`src/rtl/prbs_pattern_hunter.sv`:
```
// Preamble search: byte index within PATTERN plus a count of complete words seen in a row.
module prbs_pattern_hunter #(
    parameter logic [31:0] PATTERN = 32'hAABBCCDD
) (
    input  logic       CLK,
    input  logic       RSTn,
    input  logic       clr,
    input  logic       valid,
    input  logic [7:0] data,
    input  logic [7:0] n,
    output logic       found
);

    logic [1:0] idx_q, idx_d;
    logic [7:0] words_q, words_d;
    logic [7:0] exp_byte;
    logic       hit;

    always_comb begin
        unique case (idx_q)
            2'd0:    exp_byte = PATTERN[31:24];
            2'd1:    exp_byte = PATTERN[23:16];
            2'd2:    exp_byte = PATTERN[15:8];
            default: exp_byte = PATTERN[7:0];
        endcase
        hit   = (data == exp_byte);
        found = valid && hit && (idx_q == 2'd3) &&
                (({1'b0, words_q} + 9'd1) >= {1'b0, n});

        idx_d   = idx_q;
        words_d = words_q;
        if (clr) begin
            idx_d   = 2'd0;
            words_d = 8'd0;
        end else if (valid) begin
            if (found) begin
                idx_d   = 2'd0;
                words_d = 8'd0;
            end else if (hit) begin
                idx_d = idx_q + 2'd1;
                if (idx_q == 2'd3) words_d = words_q + 8'd1;
            end else begin
                // A broken byte may itself be the start of a fresh preamble word.
                words_d = 8'd0;
                idx_d   = (data == PATTERN[31:24]) ? 2'd1 : 2'd0;
            end
        end
    end

    always_ff @(posedge CLK) begin
        if (!RSTn) begin
            idx_q   <= 2'd0;
            words_q <= 8'd0;
        end else begin
            idx_q   <= idx_d;
            words_q <= words_d;
        end
    end

endmodule

```
`config.mk`:
```
export PLATFORM = sky130hd
export DESIGN_NAME = prbs_pattern_hunter
export DESIGN_NICKNAME = d
export VERILOG_FILES = /design/src/rtl/prbs_pattern_hunter.sv
export SDC_FILE = /design/constraint.sdc
export NUM_CORES = 1
export LEC_CHECK = 0
export ABC_AREA = 1
export BUFFER_PORTS_ARGS = -buffer_cell sky130_fd_sc_hd__buf_2
export CORE_ASPECT_RATIO = 0.6
export CORE_MARGIN = 8
export CORE_UTILIZATION = 30
export CTS_BUF_LIST = sky130_fd_sc_hd__clkbuf_2 sky130_fd_sc_hd__clkbuf_4 sky130_fd_sc_hd__clkbuf_8
export CTS_CLUSTER_DIAMETER = 50
export DETAILED_ROUTE_END_ITERATION = 16
export PLACE_DENSITY = 0.53
export SLEW_MARGIN = 40
export SYNTH_ARGS = -nofsm -noshare
export SYNTH_HDL_FRONTEND = slang
export SYNTH_SLANG_ARGS = --single-unit
```
`constraint.sdc`:
```
create_clock -name CLK -period 2.7 [get_ports CLK]
set_input_delay 0.675 -clock CLK [delete_from_list [all_inputs] [get_ports CLK]]
set_output_delay 0.675 -clock CLK [all_outputs]
set_load 0.01 [all_outputs]
```
==> metrics.log <==
INFO  metric postSynthAreaPerCell = roughly 6.3 um^2
INFO  metric synth.top_cell.area_share = around a fifth
INFO  metric place_worst_setup_slack = 34.0 ps
INFO  metric period_minus_slack = between 2000 and 3000 ps
INFO  metric layout.cells.most_common_list = sky130_fd_sc_hd__nand2_1, sky130_fd_sc_hd__inv_1, sky130_fd_sc_hd__buf_2
INFO  metric layout_commonest_cell = sky130_fd_sc_hd__nand2_1
INFO  metric tritoncts_clock_tree = done
INFO  metric first_pass_iteration_count_of_the_detailed_router = 4
INFO  metric placement.cell_area = about 1200 um^2
INFO  metric clock_sinks = 10
INFO  metric die_w = ~92 um
INFO  metric yosys.area_share.adder = between 10% and 20%
INFO  metric count_of_input_and_output_buffers = 20
INFO  metric grt_antenna_before_repair = 0
INFO  metric p_leak = 0.000716 uW
INFO  metric ctsHtreeMaxLevel = 1
INFO  metric multi_input_comb_area = 796 um^2
INFO  metric fillerInstances = 360
INFO  metric track_usage = 10.1%
INFO  metric failed_checks = setup timing
INFO  metric cp_data_arrival_time = 2050 ps
INFO  metric mappedNetlistArea = about 1000 um^2
INFO  metric critPathCaptureType = primary output
INFO  metric compound_cell_area_share_of_the_yosys_netlist = 9.51%
INFO  metric power_per_cell_area = 280 nW/um^2
INFO  metric crit_required = 2030 ps
INFO  metric synth_simple_gate_area_share = 39.0%
INFO  metric num_rows = 16
INFO  metric overflow = 0
INFO  metric ios = 21
INFO  metric synth.yosys.warnings = 0
INFO  metric finalClockSkew = 1.78 ps
INFO  metric grt_pass1_wl = 4.52 mm
INFO  metric mappedNetlistNets = 198
INFO  metric dr.first_iter.drc_count = 78
INFO  metric synth-seq-area-share = between 10% and 20%
INFO  metric routed_wire_length_per_instance = ~11 um
INFO  metric vias = 1048
INFO  metric grt_pass1_vias = between 1000 and 1500
INFO  metric worst_setup_path_start_kind = register
INFO  metric cts_buffers = 3
INFO  metric maxClockFrequency = between 300 and 400 MHz
INFO  metric seqCellArea = 205 um^2
INFO  metric cts_max_path_buffers = 2
INFO  metric synth.distinct_cells = 24
INFO  metric worst-slew-pin-transition = ~260 ps
INFO  metric final_weighted_congestion_in_routability_driven_placement = 0.821
INFO  metric setup_slack = -28.0 ps
INFO  metric timing.final.crit_share = 101%
INFO  metric drv_cap = 0
INFO  metric clk_pin_slew = about 50 ps
INFO  metric num_antenna_cells = 0
INFO  metric vias_per_cell = 4.37
INFO  metric dp.final_hpwl = 2.21 mm
INFO  metric report.final.hold_viol_count = 0
INFO  metric setup_viol = 1
INFO  metric core_region_area = 3280 um^2
INFO  metric die_outline_area = 5670 um^2
INFO  metric timing.hold.ws = 511 ps
INFO  metric rsz0062_at_grt = true
INFO  metric report.final.slew_viol_count = 0
INFO  metric largest_family_of_logic_cells_by_synthesized_area = simple AND/OR/NAND/NOR gates
INFO  metric antenna_left = 0
INFO  metric final_instance_area = between 1000 and 1500 um^2
INFO  metric final_layout_size_suffix_gt1_share = 29.2%
INFO  metric ir_drop_worst_vdd = 0.139 mV
INFO  metric setup.worst_path.class = register to primary output
INFO  metric cts_root_buffer = sky130_fd_sc_hd__clkbuf_8
INFO  metric synth_xor_area_share = 4.21%
INFO  metric timing.critical_path.fanout_max = 2
INFO  metric post_synth_inst_count = 164
INFO  metric ys_ff_latch = 10
INFO  metric later_pin_clock_latency_in_the_skew_report = 240 ps
INFO  metric layout.core_utilization = 42.3%
INFO  metric route.detailed.drc = 0
INFO  metric timing.hold.worst.class = register to register
INFO  metric area_growth_syn_to_layout = 33.5%
INFO  metric nNetsFinal = 230
INFO  metric synth_mux_area_share = 0%
INFO  metric synthTopCellsByArea = sky130_fd_sc_hd__dfxtp_1, sky130_fd_sc_hd__ha_1, sky130_fd_sc_hd__nand2_1
INFO  metric maxSlewHeadroom = between 80% and 90%
INFO  metric synth_top_area_cell = sky130_fd_sc_hd__dfxtp_1
INFO  metric status = finished, violations left
INFO  metric fp.dieH = between 60 and 70 um
INFO  metric initial_core_util = between 30% and 40%
INFO  metric maximum_number_of_pins_on_one_net_before_global_route_repair = 10
INFO  metric total_detailed_routing_wirelength = approximately 2.7 mm
[cells by family (layout without fill, tap and decap cells)]
family          Yosys count  count (layout)
compound gates           19              19
simple gates             85              85
buf+inv                  31              62
xor+xnor                  5               5
fa+ha+maj                14              14
flops                    10              10
[sequential cells by signal, indices dropped and copies added, names as in the netlist]
signal and cells:
words_q 8, idx_q 2
[final cells by class]
type	instances	share of cell area, %
Multi-Input combinational cell	123	57.3
Sequential cell	10	14.8
Timing Repair Buffer	27	11.5
Inverter	31	8.39
Tap cell	45	4.06
Clock buffer	4	3.97
[where the power goes]
part / switching [uW] / total [uW] / internal [uW] / leakage [uW]
Sequential: 0.0351 / 148 / 148 / 0.0000826
Combinational: 27.9 / 48.0 / 20.1 / 0.000605
Clock: 64.4 / 193 / 129 / 0.0000288
Total: 92.3 / 389 / 297 / 0.000716
[worst paths after layout]
path,cells past startpoint,start,slack (ps),end
max reg2reg,15,words_q[0],660,words_q[1]
min,2,words_q[7],510,words_q[7]
max,15,words_q[0],-30,found
min reg2reg,2,words_q[7],510,words_q[7]
[cell usage after synthesis]
master	number
sky130_fd_sc_hd__o21bai_1	1
sky130_fd_sc_hd__o21ai_0	1
sky130_fd_sc_hd__nand3_2	1
sky130_fd_sc_hd__a31oi_1	1
sky130_fd_sc_hd__a21oi_1	15
sky130_fd_sc_hd__ha_1	14
sky130_fd_sc_hd__nand4_1	1
sky130_fd_sc_hd__inv_1	27
sky130_fd_sc_hd__nor4_1	1
sky130_fd_sc_hd__nor2_4	1
sky130_fd_sc_hd__xnor2_1	3
sky130_fd_sc_hd__nor2_2	3
sky130_fd_sc_hd__nand2_1	46
sky130_fd_sc_hd__nor2_1	14
sky130_fd_sc_hd__nor2_8	1
sky130_fd_sc_hd__xor2_1	2
sky130_fd_sc_hd__o21ai_1	1
sky130_fd_sc_hd__nor3b_2	1
sky130_fd_sc_hd__nand3_4	1
sky130_fd_sc_hd__dfxtp_1	10
sky130_fd_sc_hd__inv_2	2
sky130_fd_sc_hd__nand2_2	2
sky130_fd_sc_hd__nand3_1	13
sky130_fd_sc_hd__clkinv_1	2
[metrics by stage]
step	instances	TNS, ps	total power, uW
floorplan	164	0	176
global placement	232	0	197
detailed placement	232	0	198
CTS	240	-36.5	390
global route	240	-162	412
finish	240	-28.0	389
[layer usage]
| layer | global-route usage [%] | part of all wire (%) | up-vias |
|---|---|---|---|
| met5 | 0 | 0 | - |
| met2 | 16.5 | 46 | 15 |
| met1 | 12.5 | 48 | 457 |
| met3 | 3.89 | 5.3 | 2 |
| li1 | - | - | 574 |
| met4 | 2.05 | 0.37 | 0 |
[critical path, stage by stage (launching register included)]
cell	delay, ps
sky130_fd_sc_hd__dfxtp_2	330
sky130_fd_sc_hd__ha_4	170
sky130_fd_sc_hd__buf_4	130
sky130_fd_sc_hd__xor2_2	140
sky130_fd_sc_hd__ha_1	310
sky130_fd_sc_hd__nand2_1	80
sky130_fd_sc_hd__nor2_1	50
sky130_fd_sc_hd__nand2_1	70
sky130_fd_sc_hd__nand3_2	60
sky130_fd_sc_hd__nand2_1	60
sky130_fd_sc_hd__nand2_1	50
sky130_fd_sc_hd__nand2_1	70
sky130_fd_sc_hd__nand2_2	60
sky130_fd_sc_hd__nand2_2	80
sky130_fd_sc_hd__inv_2	40
sky130_fd_sc_hd__buf_6	110
[what timing repair did]
action	in CTS	in global routing
gates resized for setup	14	5
buffers inserted	4	0
hold buffers	0	0
pin swaps	5	9
endpoints found under the setup margin	1	1
No activity file was read; power rests on OpenSTA's default activity.
